`config.mk`:
```
export PLATFORM = sky130hd
export DESIGN_NAME = prefetch_unit
export DESIGN_NICKNAME = d
export VERILOG_FILES = /design/src/rtl/prefetch_pkg.sv /design/src/rtl/prefetch_queue.sv /design/src/rtl/prefetch_unit.sv
export SDC_FILE = /design/constraint.sdc
export NUM_CORES = 1
export LEC_CHECK = 0
export BUFFER_PORTS_ARGS = -buffer_cell sky130_fd_sc_hd__buf_4
export CORE_MARGIN = 2
export CORE_UTILIZATION = 56
export CTS_CLUSTER_SIZE = 10
export DETAILED_ROUTE_END_ITERATION = 10
export PLACE_DENSITY_LB_ADDON = 0.08
export SLEW_MARGIN = 25
export SYNTH_ARGS = -nofsm -noshare
export SYNTH_HDL_FRONTEND = slang
export SYNTH_SLANG_ARGS = --single-unit
```
`constraint.sdc`:
```
create_clock -name clock -period 4.05 [get_ports clock]
set_input_delay 0.6075 -clock clock [delete_from_list [all_inputs] [get_ports clock]]
set_output_delay 0.6075 -clock clock [all_outputs]
set_load 0.1 [all_outputs]
```
`src/rtl/prefetch_pkg.sv`:
```
// Shared types and constants for the instruction prefetch unit and its queue.
package prefetch_pkg;

  localparam int unsigned DEFAULT_QUEUE_DEPTH = 4;
  localparam int unsigned WORD_W              = 32;

  typedef enum logic [1:0] {
    IDLE  = 2'd0,
    FETCH = 2'd1,
    FULL  = 2'd2
  } state_e;

  typedef struct packed {
    logic [WORD_W-1:0] addr;
    logic [WORD_W-1:0] data;
  } entry_t;

endpackage

```
`src/rtl/prefetch_queue.sv`:
```
// Circular FIFO of fetched {address, data} entries; flush empties it in one edge.
module prefetch_queue
  import prefetch_pkg::*;
#(
  parameter int unsigned DEPTH = DEFAULT_QUEUE_DEPTH
) (
  input  logic                     clock,
  input  logic                     reset,
  input  logic                     push,
  input  entry_t                   push_entry,
  input  logic                     pop,
  input  logic                     flush,
  output logic [$clog2(DEPTH):0]   count,
  output entry_t                   head
);

  localparam int unsigned PTR_W = $clog2(DEPTH);
  localparam int unsigned CNT_W = PTR_W + 1;

  entry_t             mem_q [DEPTH];
  logic [PTR_W-1:0]   wr_ptr_q, wr_ptr_d;
  logic [PTR_W-1:0]   rd_ptr_q, rd_ptr_d;
  logic [CNT_W-1:0]   count_q, count_d;
  logic               push_ok, pop_ok;

  // Overflow and underflow requests are silently dropped.
  assign push_ok = push && (count_q != CNT_W'(DEPTH));
  assign pop_ok  = pop && (count_q != '0);

  always_comb begin
    wr_ptr_d = wr_ptr_q;
    rd_ptr_d = rd_ptr_q;
    count_d  = count_q;
    if (flush) begin
      wr_ptr_d = '0;
      rd_ptr_d = '0;
      count_d  = '0;
    end else begin
      if (push_ok) wr_ptr_d = wr_ptr_q + PTR_W'(1);
      if (pop_ok)  rd_ptr_d = rd_ptr_q + PTR_W'(1);
      count_d = count_q + CNT_W'(push_ok) - CNT_W'(pop_ok);
    end
  end

  always_ff @(posedge clock) begin
    if (reset) begin
      wr_ptr_q <= '0;
      rd_ptr_q <= '0;
      count_q  <= '0;
    end else begin
      wr_ptr_q <= wr_ptr_d;
      rd_ptr_q <= rd_ptr_d;
      count_q  <= count_d;
    end
  end

  // Storage needs no reset: count gates every read.
  always_ff @(posedge clock) begin
    if (push_ok && !flush && !reset) mem_q[wr_ptr_q] <= push_entry;
  end

  assign count = count_q;
  assign head  = mem_q[rd_ptr_q];

endmodule

```
`src/rtl/prefetch_unit.sv`:
```
// Sequential instruction prefetcher: streams words from fetch_pc into a small
// queue, stalls when full, and restarts on a branch redirect.
module prefetch_unit
  import prefetch_pkg::*;
#(
  parameter logic [31:0] RESET_VECTOR = 32'h0000_0000,
  parameter int unsigned QUEUE_DEPTH  = DEFAULT_QUEUE_DEPTH
) (
  input  logic        clock,
  input  logic        reset,
  output logic [31:0] mem_read_address,
  output logic        mem_read_enable,
  input  logic [31:0] mem_read_data,
  input  logic        branch_valid,
  input  logic [31:0] branch_target,
  output logic        out_valid,
  input  logic        out_ready,
  output logic [31:0] out_data,
  output logic [31:0] out_address
);

  localparam int unsigned CNT_W = $clog2(QUEUE_DEPTH) + 1;

  state_e            state_q, state_d;
  logic [31:0]       fetch_pc_q, fetch_pc_d;
  logic [CNT_W-1:0]  count;
  logic [CNT_W-1:0]  count_post;
  logic              push_c, pop_c, full_c;
  entry_t            push_entry, head;

  assign full_c = (count == CNT_W'(QUEUE_DEPTH));

  // A redirect cancels both the fetch and the consumer handshake this cycle.
  assign push_c = (state_q == FETCH) && !full_c && !branch_valid && !reset;
  assign pop_c  = out_valid && out_ready && !branch_valid;

  assign count_post = count + CNT_W'(push_c) - CNT_W'(pop_c);
  assign push_entry = '{addr: fetch_pc_q, data: mem_read_data};

  always_comb begin
    state_d    = state_q;
    fetch_pc_d = fetch_pc_q;
    if (branch_valid) begin
      state_d    = IDLE;
      fetch_pc_d = branch_target;
    end else begin
      case (state_q)
        IDLE:  state_d = FETCH;
        FETCH: begin
          if (push_c) fetch_pc_d = fetch_pc_q + 32'd1;
          if (count_post == CNT_W'(QUEUE_DEPTH)) state_d = FULL;
        end
        FULL:  if (pop_c) state_d = FETCH;
        default: state_d = IDLE;
      endcase
    end
  end

  always_ff @(posedge clock) begin
    if (reset) begin
      state_q    <= IDLE;
      fetch_pc_q <= RESET_VECTOR;
    end else begin
      state_q    <= state_d;
      fetch_pc_q <= fetch_pc_d;
    end
  end

  prefetch_queue #(
    .DEPTH(QUEUE_DEPTH)
  ) u_queue (
    .clock      (clock),
    .reset      (reset),
    .push       (push_c),
    .push_entry (push_entry),
    .pop        (pop_c),
    .flush      (branch_valid),
    .count      (count),
    .head       (head)
  );

  assign mem_read_address = fetch_pc_q;
  assign mem_read_enable  = push_c;
  assign out_valid        = (count != '0);
  assign out_data         = head.data;
  assign out_address      = head.addr;

endmodule

```
After elaboration in Yosys (flattened, before gate mapping)
Memories as Yosys holds them, arrays and structs flattened. A register that Yosys moved wholly into a read port is not among the register bits.
Index checks and enable logic that the tools add are counted.
Word-level totals
  register bits after elaboration: 41
  bits in writable memories: 256
  bits of input ports: 68
  output and inout port bits: 98
  memories kept: 1
Memory list
  u_queue.mem_q: words 4, width 64, rd ports 1, clocked after Yosys merged registers in 1, write ports 1, line prefetch_queue.sv:20  | entry_t mem_q [DEPTH];
Operators by class
  add/sub/neg operators: 7
  equality and inequality tests: 7
  mux-type cells: 10
  reduce and logical (&&, ||, !) cells: 19
Operators with widths (number)
  32-bit 2-to-1 mux: 3
  32-bit by 1-bit adder with 32-bit output (second input constant): 1
  1-bit logical AND: 9
  2-bit 2-to-1 mux: 4
  3-bit by 1-bit adder with 3-bit output: 2
  3-bit equality test (second input constant): 2
  2-bit one-hot mux with 3 select lines: 1
  3-bit by 1-bit subtractor with 3-bit output: 2
  2-bit by 1-bit adder with 2-bit output (second input constant): 2
  2-bit AND reduction: 2
  2-bit nonzero test: 2
  1-bit logical NOT: 3
  3-bit inequality test (second input constant): 1
  3-bit nonzero test: 1
  2-bit by 1-bit equality test with 1-bit output (second input constant): 1
  2-bit equality test (second input constant): 1
  2-bit logical NOT: 1
  1-bit 2-to-1 mux: 2
  2-bit by 1-bit inequality test with 1-bit output (second input constant): 1
  2-bit inequality test (second input constant): 1
  2-bit OR reduction: 1

Longest topological paths before layout
Gate-level depths: netlist of run 1.
  word-level depth: 10
  mapped depth: 14

Modules after synthesis
Synthesis of run 1 repeated with hierarchy kept, for this count alone.
Unflattened totals
  cell total of the unflattened synthesis: 647
  area total of the unflattened synthesis: 11772.5 µm²
By module, submodules not included
  prefetch_queue: times used 1, cells an instance 380, area each 9699.3 µm², sequential area each 7867.5 µm²
  prefetch_unit: times used 1, cells an instance 267, area each 2073.2 µm², sequential area each 680.7 µm²

Worst setup path before layout of run 1
No wires, ideal clock.
  path type: in2reg
  start: input port branch_valid
  end: register state_q[0]
  arrival: 3.381 ns
  data required time: 3.927 ns
  path slack: 0.546 ns
  stages: 13
  cells stage by stage: buf_6 > nor4b_4 > nand2_2 > buf_2 > buf_2 > inv_1 > ha_1 > inv_1 > fa_1 > xnor2_1 > nor3_1 > a2bb2oi_1 > nor2_1
Between the ends
  longest elaborated chain between the ends: 8
  elaborated cells between the ends (all ways): 11
  classes of those cells: 2 x add/sub; 3 x eq/ne; 6 x reduce/logical
Ends and longest elaborated chain
  from (decl): line prefetch_unit.sv:14  | input logic branch_valid,
  1-bit logical NOT: line prefetch_unit.sv:34  | assign push_c = (state_q == FETCH) && !full_c && !branch_valid && !reset;
  1-bit logical AND (2 in a row): line prefetch_unit.sv:34
  net mem_read_enable: line prefetch_unit.sv:12  | output logic mem_read_enable,
  3-bit by 1-bit adder with 3-bit output: line prefetch_unit.sv:37  | assign count_post = count + CNT_W'(push_c) - CNT_W'(pop_c);
  3-bit by 1-bit subtractor with 3-bit output: line prefetch_unit.sv:37
  3-bit equality test: line prefetch_unit.sv:51  | if (count_post == CNT_W'(QUEUE_DEPTH)) state_d = FULL;
  2-bit by 1-bit inequality test with 1-bit output (no line)
  2-bit AND reduction (no line)
  to (signal assigned): line prefetch_unit.sv:64  | state_q <= state_d;
  to (decl): line prefetch_unit.sv:24  | state_e state_q, state_d;
The timed path passes the listed nets, and every way through them passes these cells.
A chain may end at the register's enable or synchronous reset.

==> summary.txt, run 1 <==
Clock network
  – Root buffer cell: clkbuf_16
  – CTS tree: done
  – Clock Tree Buf Depth: 3
  – Skew-Pair Late Insertion Delay: 0.49 ns
  – Inserted Clock Buffers: 36
  – Resized cells post-CTS: 0
  – Post-CTS Setup Bufs: 0
  – Htree depth: 2
  – Clock sink count: 299
  – Reg clk slew, reported paths: 0.05 ns
  – Hold Buf Count CTS: 0

Global routing
  – GRT Overall Usage: 0.224
  – Vias in the first global route: 6991
  – Global-route wire length before repair: 38000 um
  – Initial antenna violation count: 0
  – Gr ovfl total: 0
  – Pin count of the biggest net entering global routing: 65

Finish
  – # fillers: 1404
  – Share of cells above drive strength 1: 0.343
  – Commonest non-fill, non-tap cell in the layout: edfxtp_1
  – ANT cells: 0
  – Cell area after layout: 14300 um2
  – Final #Nets: 921
  – Area growth from synthesis to layout: 21.5%
  – Commonest non-fill, non-tap cells in the layout: edfxtp_1 (256), buf_4 (169), mux4_2 (64)

Power and ir drop
  – Pwr Density: 467 nW/um2
  – Max IR drop VDD: 349 uV
  – Gate power share: 0.070
  – Sw Pwr: 1.52 mW
  – Leakage dissipation: 4.87 nW
  – Clock Power Share: 0.417
  – Reg power frac: 0.513
  – Internal power consumption: 5.17 mW
  – Net Sw Frac: 0.227

Place
  – Port Buffer Count: 165
  – GP Congestion: 0.908
  – DP Area: 13300 um2
  – Dpl hpwl: 14700 um

Die
  – Io pins: 166
  – Initial Util: 0.567
  – Placeable Area: 20800 um2
  – Total die area: 22300 um2
  – Die W: 149 um
  – Die Ht: 149 um
  – Row count: 53

Worst hold path
  – WHS Path Cells: 1
  – Worst min path class: in2reg
  – Hold Path End: u_queue.mem_q[0][12]
  – Worst Hold Launch: mem_read_data[12]

Setup path
  – CP Launch Type: register
  – Reg-to-reg setup timing slack: 1.35 ns
  – Worst r2r dst: state_q[0]
  – Setup CP Type: reg2out
  – Worst endpoint required time: 3.44 ns
  – CP peak stage delay: 0.79 ns
  – Worst path cell trace: buf_4 > mux4_2 > buf_4
  – Critical Path Fanout Max: 30
  – Slowest-stage cell, CP: dfxtp_4
  – Most frequent CP cell: buf_4
  – R2r startpoint: u_queue.count[1]
  – Setup crit end kind: output pin
  – CP arrival: 2.47 ns
  – Worst R2R Path Depth: 11

Logic synthesis
  – Yosys warns: 0
  – Netlist Area Pre-Place: 11800 um2
  – Total nets after synthesis: 745
  – #FFs+latches synth: 299
  – Mapped Cells: 666
  – Dominant cell type by area after synthesis: edfxtp_1
  – Mapped Avg Cell Area: 17.7 um2
  – Top cell type's share of synthesized area: 0.651
  – Synth top area cells: edfxtp_1 (65%), mux4_2 (12%), dfxtp_1 (7.3%)
  – Unique cell type count in the Yosys netlist: 56
  – Post-synthesis sequential area ratio: 0.724

STA
  – Hold Vio Cnt, Final: 0
  – # setup viols final: 0
  – RSZ-0062 raised after global routing: false
  – Worst slew pin tran: 1.03 ns
  – Crit path time final: 3.08 ns
  – Part of the cycle the worst path needs: 0.760
  – Fin Clk Skew: 0.0133 ns
  – Total Negative Setup Slacks: 0 ns
  – Relative slew slack: 0.315
  – Max-slew violations: 0
  – Peak Freq: 325 MHz

Routing
  – Wire per inst: 21.7 um
  – Vias per inst: 5.96
  – First-pass iteration count of the detailed router: 5
  – DRC violations left: 0
  – Vias: 6774
  – Initial DRC Count: 578
  – Drt total wl: 24600 um
  – Routed Antenna Nets: 0

Run status
  – Status: finished clean

Flow run
  – Max Cap Viol: 0
[metrics by stage]
step | setup slack, ns | utilization | total power, mW | hold WS [ns] | std cells
after floorplan | 0.546 | - | 3.80 | 0.466 | 666
after global placement | 1.13 | 0.639 | 3.95 | 0.474 | 1078
after detailed placement | 0.910 | 0.639 | 3.96 | 0.510 | 1078
after CTS | 0.887 | 0.688 | 6.74 | 0.296 | 1135
after global routing | 0.797 | 0.689 | 6.88 | 0.297 | 1136
final | 0.971 | 0.689 | 6.69 | 0.315 | 1136
[cell families after synthesis]
family / synth area share
DFF: 0.724
and+or+nand+nor: 0.0706
muxes: 0.128
adders and majority gates: 0.0129
buffers and inverters: 0.0177
AOI/OAI and AO/OA: 0.0425
xor gates and xnor gates: 0.00445
[layer usage]
metal,track usage,routed length [um]
met5,0,0
met4,0.0810,713
met1,0.314,10500
met2,0.358,11900
met3,0.0413,1590
[synth_stat cells, drive strengths merged]
| cell type | instances |
|---|---|
| a31oi | 21 |
| o31a | 2 |
| fa | 2 |
| a311oi | 1 |
| o21ai | 10 |
| nand4 | 18 |
| dfxtp | 43 |
| xor2 | 3 |
| nor3b | 1 |
| nor4 | 4 |
| or4 | 4 |
| or4b | 1 |
| nor3 | 6 |
| mux2i | 2 |
| a21o | 1 |
| buf | 15 |
| a2bb2oi | 2 |
| xnor2 | 3 |
| a41oi | 2 |
| clkbuf | 18 |
| a221oi | 1 |
| o22ai | 2 |
| o31ai | 1 |
| o211ai | 12 |
| and3 | 9 |
| nand3 | 12 |
| a22oi | 4 |
| nor2 | 26 |
| mux4 | 64 |
| nand2 | 54 |
| ha | 9 |
| or2 | 2 |
| edfxtp | 256 |
| nor4b | 2 |
| and2 | 3 |
| mux2 | 4 |
| or3 | 10 |
| or3b | 1 |
| a21oi | 17 |
| a211oi | 1 |
| a32oi | 1 |
| inv | 16 |
[critical path, delay by kind of cell, from the launching register on]
| family | cells | cell delay, ns |
|---|---|---|
| buf+inv | 2 | 0.63 |
| flops | 1 | 0.79 |
| mux | 1 | 0.54 |
[registers in the layout (all words and copies together) (netlist names), named ones only]
| name | count |
|---|---|
| u_queue.mem_q | 256 |
| state_q | 2 |
| u_queue.rd_ptr_q | 2 |
| mem_read_address | 32 |
| u_queue.count | 3 |
| u_queue.wr_ptr_q | 2 |
[worst max-delay path by stage]
stage / startpoint / endpoint / slack, ns / cells past startpoint
3_3_place_gp: branch_valid / state_q[0] / 1.13 / 11
6_report: register / out_data[22] / 0.97 / 3
3_5_place_dp: branch_valid / state_q[0] / 0.91 / 11
5_1_grt: register / out_data[22] / 0.80 / 3
2_1_floorplan: branch_valid / state_q[0] / 0.55 / 13
4_1_cts: register / out_address[20] / 0.89 / 3
[final cells by class]
cell class,instances,area [um2],share of cell area
repair buffers,171,1310,0.0913
multi-input cells,318,3070,0.214
flip-flops and latches,299,8560,0.597
clock buffers,55,993,0.0693
inverters,16,60.1,0.00419
clock inverters,2,12.5,0.000872
well taps,275,344,0.0240
[power groups by stage]
stage	registers, mW	logic (mW)	clock network, mW
after detailed placement	3.50	0.467	0
after global routing	3.44	0.487	2.95
final	3.44	0.467	2.79
after global placement	3.49	0.460	0
after floorplan	3.61	0.194	0
after CTS	3.43	0.467	2.84
Note: power is estimated with default switching activity, not from simulation.
==> run 2: changes to the inputs <==
- ABC_AREA: not set -> 1
- clock period: 4.05 -> 2.9 ns (I/O delays scaled with it)
==> summary.txt, run 2 <==
Clock network
  – Skew-Pair Late Insertion Delay: 0.49 ns (about the same)
  – Root buffer cell: clkbuf_16 (unchanged)
  – Hold Buf Count CTS: 0 (unchanged)
  – Htree depth: 2 (unchanged)
  – Inserted Clock Buffers: 35 (was 36)
  – Clock sink count: 299 (unchanged)
  – Resized cells post-CTS: 0 (unchanged)
  – Post-CTS Setup Bufs: 0 (unchanged)
  – CTS tree: done (unchanged)
  – Reg clk slew, reported paths: 0.05 ns (about the same)
  – Clock Tree Buf Depth: 3 (unchanged)

Global routing
  – Gr ovfl total: 0 (unchanged)
  – Global-route wire length before repair: 44100 um (was 38000 um)
  – Vias in the first global route: 8342 (was 6991)
  – GRT Overall Usage: 0.236 (was 0.224)
  – Initial antenna violation count: 0 (unchanged)
  – Pin count of the biggest net entering global routing: 65 (unchanged)

Finish
  – Most flop-heavy register: u_queue.mem_q (unchanged)
  – Cell area after layout: 15100 um2 (was 14300 um2)
  – Max reg flops: 256 (unchanged)
  – Final #Nets: 1354 (was 921)
  – Core Util, Final: 0.693 (was 0.689)
  – Area growth from synthesis to layout: 21.6% (was 21.5%)
  – ANT cells: 0 (unchanged)
  – # fillers: 1602 (was 1404)
  – Commonest non-fill, non-tap cell in the layout: edfxtp_1 (unchanged)
  – Multi-input logic area: 3390 um2 (was 3070 um2)
  – Reg area: 8550 um2 (was 8560 um2)
  – Share of cells above drive strength 1: 0.226 (was 0.343)
  – Commonest non-fill, non-tap cells in the layout: edfxtp_1 (256), buf_4 (180), nor2_1 (177) (was edfxtp_1 (256), buf_4 (169), mux4_2 (64))

Setup path
  – Worst endpoint required time: 2.47 ns (was 3.44 ns)
  – CP arrival: 2.26 ns (was 2.47 ns)
  – Setup CP Type: reg2out (unchanged)
  – Setup crit end kind: output pin (unchanged)
  – CP Launch Type: register (unchanged)
  – Critical Path Fanout Max: 29 (was 30)

Logic synthesis
  – Netlist Area Pre-Place: 12400 um2 (was 11800 um2)
  – Total nets after synthesis: 1184 (was 745)
  – Count leader, synth: edfxtp_1 (unchanged)
  – Mapped Avg Cell Area: 11.2 um2 (was 17.7 um2)
  – Post-synth top cells: edfxtp_1 (256), nor2_1 (181), nand2_1 (134) (was edfxtp_1 (256), mux4_2 (64), nand2_1 (53))
  – Dominant cell type by area after synthesis: edfxtp_1 (unchanged)
  – Top cell type's share of synthesized area: 0.620 (was 0.651)
  – Post-synth EDFFs: 256 (unchanged)
  – Yosys warns: 0 (unchanged)
  – Synth async-reset ratio: 0 (unchanged)
  – Synth top area cells: edfxtp_1 (62%), dfxtp_1 (6.9%), nor2_1 (5.5%) (was edfxtp_1 (65%), mux4_2 (12%), dfxtp_1 (7.3%))
  – Post-synthesis sequential area ratio: 0.689 (was 0.724)
  – Unique cell type count in the Yosys netlist: 30 (was 56)
  – Top_reg_cell synth: edfxtp_1 (unchanged)
  – Mapped Cells: 1105 (was 666)
  – #FFs+latches synth: 299 (unchanged)

Power and ir drop
  – Leakage dissipation: 5.61 nW (was 4.87 nW)
  – Pwr Total: 9.15 mW (was 6.69 mW)
  – Pwr Density: 606 nW/um2 (was 467 nW/um2)
  – Max IR drop VDD: 502 uV (was 349 uV)

Place
  – DP Area: 14200 um2 (was 13300 um2)
  – Port Buffer Count: 165 (unchanged)
  – GP Congestion: 0.892 (was 0.908)
  – Dpl hpwl: 16900 um (was 14700 um)

STA
  – Fin Clk Skew: 0.00913 ns (was 0.0133 ns)
  – RSZ-0062 raised after global routing: false (unchanged)
  – Worst slew pin tran: 0.620 ns (was 1.03 ns)
  – Relative slew slack: 0.587 (was 0.315)
  – Hold Vio Cnt, Final: 0 (unchanged)
  – Max-slew violations: 0 (unchanged)
  – Crit path time final: 2.69 ns
  – # setup viols final: 0 (unchanged)
  – Part of the cycle the worst path needs: 0.929
  – Peak Freq: 371 MHz

Die
  – Die Ht: 153 um (was 149 um)
  – Row count: 54 (was 53)
  – Total die area: 23400 um2 (was 22300 um2)
  – Io pins: 166 (unchanged)
  – Die W: 153 um (was 149 um)
  – Placeable Area: 21800 um2 (was 20800 um2)
  – Initial Util: 0.570 (was 0.567)

Worst hold path
  – Worst min path class: in2reg (unchanged)

Flow run
  – Max Cap Viol: 0 (unchanged)

Routing
  – Vias: 8665 (was 6774)
  – Wire per inst: 17.8 um (was 21.7 um)
  – Drt total wl: 27900 um (was 24600 um)
  – Routed Antenna Nets: 0 (unchanged)
  – Vias per inst: 5.53 (was 5.96)
  – Initial DRC Count: 616 (was 578)
  – DRC violations left: 0 (unchanged)
  – First-pass iteration count of the detailed router: 5 (unchanged)

Run status
  – Status: finished clean (unchanged)
run 2: changes by cell type after synthesis, sizes merged, moves of 62 or more:
| cell | delta |
|---|---|
| o21ai | +152 |
| o22ai | +62 |
| nor2 | +166 |
| inv | +73 |
| nand2 | +88 |
| mux4 | -64 |
run 2: path summary, 6_finish.rpt:
path | cells past startpoint | start | endpoint | slack (ns)
setup / recovery | 4 | register | out_address[21] | 0.21
hold / removal | 1 | mem_read_data[30] | u_queue.mem_q[1][30] | 0.14
setup reg to reg | 14 | u_queue.count[1] | state_q[1] | 0.60
hold reg to reg | 2 | u_queue.rd_ptr_q[0] | u_queue.rd_ptr_q[0] | 0.51
run 2: power by group:
| part | leakage, nW | switching (mW) | internal [mW] |
|---|---|---|---|
| Clock | 0.450 | 1.51 | 2.19 |
| Combinational | 2.48 | 0.490 | 0.171 |
| Sequential | 2.67 | 0.0784 | 4.72 |
| Total | 5.61 | 2.07 | 7.07 |
run 2: cell families after synthesis:
kind of cell / synth area share
flops: 0.689
buf+inv: 0.0499
compound gates: 0.114
xor+xnor: 0.00565
simple gates: 0.129
fa+ha+maj: 0.0123
run 2: final cells by class:
| cell class | instances | share of cell area |
|---|---|---|
| Sequential cell | 299 | 0.567 |
| Multi-Input combinational cell | 661 | 0.225 |
| Timing Repair Buffer | 188 | 0.100 |
| Clock buffer | 47 | 0.0611 |
| Tap cell | 280 | 0.0232 |
| Inverter | 90 | 0.0229 |
| Clock inverter | 1 | 0.000581 |
run 2: through the flow:
step	hold slack [ns]	setup WS (ns)	TNS, ns	cells
after detailed placement	0.489	0.454	0	1518
final	0.142	0.206	0	1566
after global placement	0.480	0.519	0	1518
after CTS	0.123	0.169	0	1566
after global routing	0.126	0.0784	0	1566
after floorplan	0.436	-0.124	-31.67	1105
run 2: critical path, stage by stage, from the launching register on:
cell,delay [ns]
dfxtp_2,0.72
buf_4,0.34
o21ai_0,0.16
o22ai_2,0.21
buf_4,0.32
run 2: layer usage:
layer | wire, um | global-route usage
met4 | 603 | 0.0710
met2 | 13500 | 0.394
met5 | 0 | 0
met1 | 12000 | 0.326
met3 | 1750 | 0.0363
==> run 3: changes to the inputs <==
- CORE_MARGIN: 2 -> 3
==> summary.txt, run 3 (synthesis results as in run 2) <==
Run status
  – Status: finished clean (unchanged)

Die
  – Placeable Area: 21400 um2 (was 21800 um2)
  – Die W: 155 um (was 153 um)
  – Row count: 53 (was 54)
  – Io pins: 166 (unchanged)
  – Initial Util: 0.579 (was 0.570)
  – Die Ht: 155 um (was 153 um)
  – Total die area: 24000 um2 (was 23400 um2)

Clock network
  – Inserted Clock Buffers: 35 (unchanged)
  – Reg clk slew, reported paths: 0.05 ns (about the same)
  – Htree depth: 2 (unchanged)
  – Clock Tree Buf Depth: 3 (unchanged)
  – Clock sink count: 299 (unchanged)
  – Post-CTS Setup Bufs: 0 (unchanged)
  – Resized cells post-CTS: 0 (unchanged)
  – Hold Buf Count CTS: 0 (unchanged)
  – Root buffer cell: clkbuf_16 (unchanged)
  – Skew-Pair Late Insertion Delay: 0.49 ns (about the same)
  – CTS tree: done (unchanged)

Routing
  – Vias: 8808 (was 8665)
  – DRC violations left: 0 (unchanged)
  – Wire per inst: 18.2 um (was 17.8 um)
  – M1 wire length: 11900 um (was 12000 um)
  – Initial DRC Count: 691 (was 616)
  – Vias per inst: 5.64 (was 5.53)
  – Top sig layer: met4 (unchanged)
  – Routed Antenna Nets: 0 (unchanged)
  – Routed length on met2: 13900 um (was 13500 um)
  – WL met3: 2110 um (was 1750 um)
  – First-pass iteration count of the detailed router: 5 (unchanged)
  – Drt total wl: 28500 um (was 27900 um)

Setup path
  – CP peak stage delay: 0.66 ns (was 0.72 ns)
  – Reg-to-reg setup timing slack: 0.60 ns (about the same)
  – Most frequent CP cell: buf_4 (unchanged)
  – Worst endpoint required time: 2.47 ns (about the same)
  – Slowest-stage cell, CP: dfxtp_2 (unchanged)
  – CP arrival: 2.18 ns (was 2.26 ns)
  – Setup crit end kind: output pin (unchanged)
  – Setup CP Type: reg2out (unchanged)
  – Critical Path Fanout Max: 21 (was 29)
  – Worst path cell trace: buf_4 > o21ai_0 > o22ai_2 > buf_4 (unchanged)
  – Worst R2R Path Depth: 14 (unchanged)
  – R2r startpoint: u_queue.count[1] (unchanged)
  – CP Launch Type: register (unchanged)

Finish
  – Max reg flops: 256 (unchanged)
  – Commonest non-fill, non-tap cells in the layout: edfxtp_1 (256), nor2_1 (177), buf_4 (177) (was edfxtp_1 (256), buf_4 (180), nor2_1 (177))
  – Area growth from synthesis to layout: 22.1% (was 21.6%)
  – ANT cells: 0 (unchanged)
  – Most flop-heavy register: u_queue.mem_q (unchanged)
  – Reg area: 8550 um2 (unchanged)
  – Commonest non-fill, non-tap cell in the layout: edfxtp_1 (unchanged)
  – Cell area after layout: 15100 um2 (about the same)
  – Share of cells above drive strength 1: 0.226 (about the same)
  – Multi-input logic area: 3390 um2 (unchanged)
  – # fillers: 1545 (was 1602)
  – Final #Nets: 1355 (was 1354)

Global routing
  – Vias in the first global route: 8510 (was 8342)
  – Global-route wire length before repair: 44500 um (was 44100 um)
  – Pin count of the biggest net entering global routing: 77 (was 65)
  – GRT Overall Usage: 0.234 (was 0.236)
  – Initial antenna violation count: 0 (unchanged)
  – Gr ovfl total: 0 (unchanged)

STA
  – # setup viols final: 0 (unchanged)
  – Fin worst setup slack: 0.286 ns (was 0.206 ns)
  – Max-slew violations: 0 (unchanged)
  – Relative slew slack: 0.630 (was 0.587)
  – Peak Freq: 383 MHz (was 371 MHz)
  – Total Negative Setup Slacks: 0 ns (unchanged)
  – Hold slack final: 0.143 ns (was 0.142 ns)
  – Part of the cycle the worst path needs: 0.901 (was 0.929)
  – Hold Vio Cnt, Final: 0 (unchanged)
  – Crit path time final: 2.61 ns (was 2.69 ns)
  – RSZ-0062 raised after global routing: false (unchanged)
  – Worst slew pin tran: 0.553 ns (was 0.620 ns)
  – Fin Clk Skew: 0.00876 ns (was 0.00913 ns)

Power and ir drop
  – Leakage dissipation: 5.62 nW (was 5.61 nW)
  – Pwr Total: 9.16 mW (was 9.15 mW)
  – Max IR drop VDD: 546 uV (was 502 uV)
  – Pwr Density: 605 nW/um2 (was 606 nW/um2)

Worst hold path
  – WHS Path Cells: 1 (unchanged)
  – Worst Hold Launch: mem_read_data[30] (unchanged)
  – Worst min path class: in2reg (unchanged)

Flow run
  – Max Cap Viol: 0 (unchanged)

Place
  – DP Area: 14200 um2 (about the same)
  – GP Congestion: 0.919 (was 0.892)
  – Pre-CTS setup slack: 0.471 ns (was 0.454 ns)
  – Port Buffer Count: 165 (unchanged)
  – Dpl hpwl: 17700 um (was 16900 um)
## run 3: cell count changes in the layout (fill, tap and decap cells not counted), sizes merged
cell    previous run  this run
clkbuf            47        48
buf              188       189
## run 3: layout make-up
cell class,instances,share of cell area
Inverter,90,0.0228
Timing Repair Buffer,189,0.104
Multi-Input combinational cell,661,0.224
Clock buffer,48,0.0611
Sequential cell,299,0.565
Clock inverter,1,0.000579
Tap cell,275,0.0227
## run 3: power breakdown
part | internal, mW | total (mW) | switching [mW]
Combinational | 0.172 | 0.662 | 0.490
Clock | 2.19 | 3.70 | 1.50
Sequential | 4.72 | 4.80 | 0.0817
## run 3: per-layer routing
metal / GRT usage / up-vias
met5: 0 / -
met1: 0.319 / 4212
li1: - / 4208
met2: 0.390 / 334
met3: 0.0420 / 54
met4: 0.0706 / 0
## run 3: worst max-delay path, delay by kind of cell (launching register included)
kind                   cells  cell delay, ns
buffers and inverters      2            0.67
AO/OA/AOI/OAI              2            0.35
flip-flops                 1            0.66
## run 3: worst paths after layout
| check | endpoint |
|---|---|
| min | u_queue.mem_q[3][30] |
| min reg2reg | register |
| max reg2reg | state_q[1] |
| max | out_address[16] |
## run 3: through the flow
step / utilization / cells
detailed placement: 0.663 / 1514
finish: 0.707 / 1563
floorplan: - / 1105
global placement: 0.663 / 1514
global route: 0.707 / 1563
CTS: 0.707 / 1563
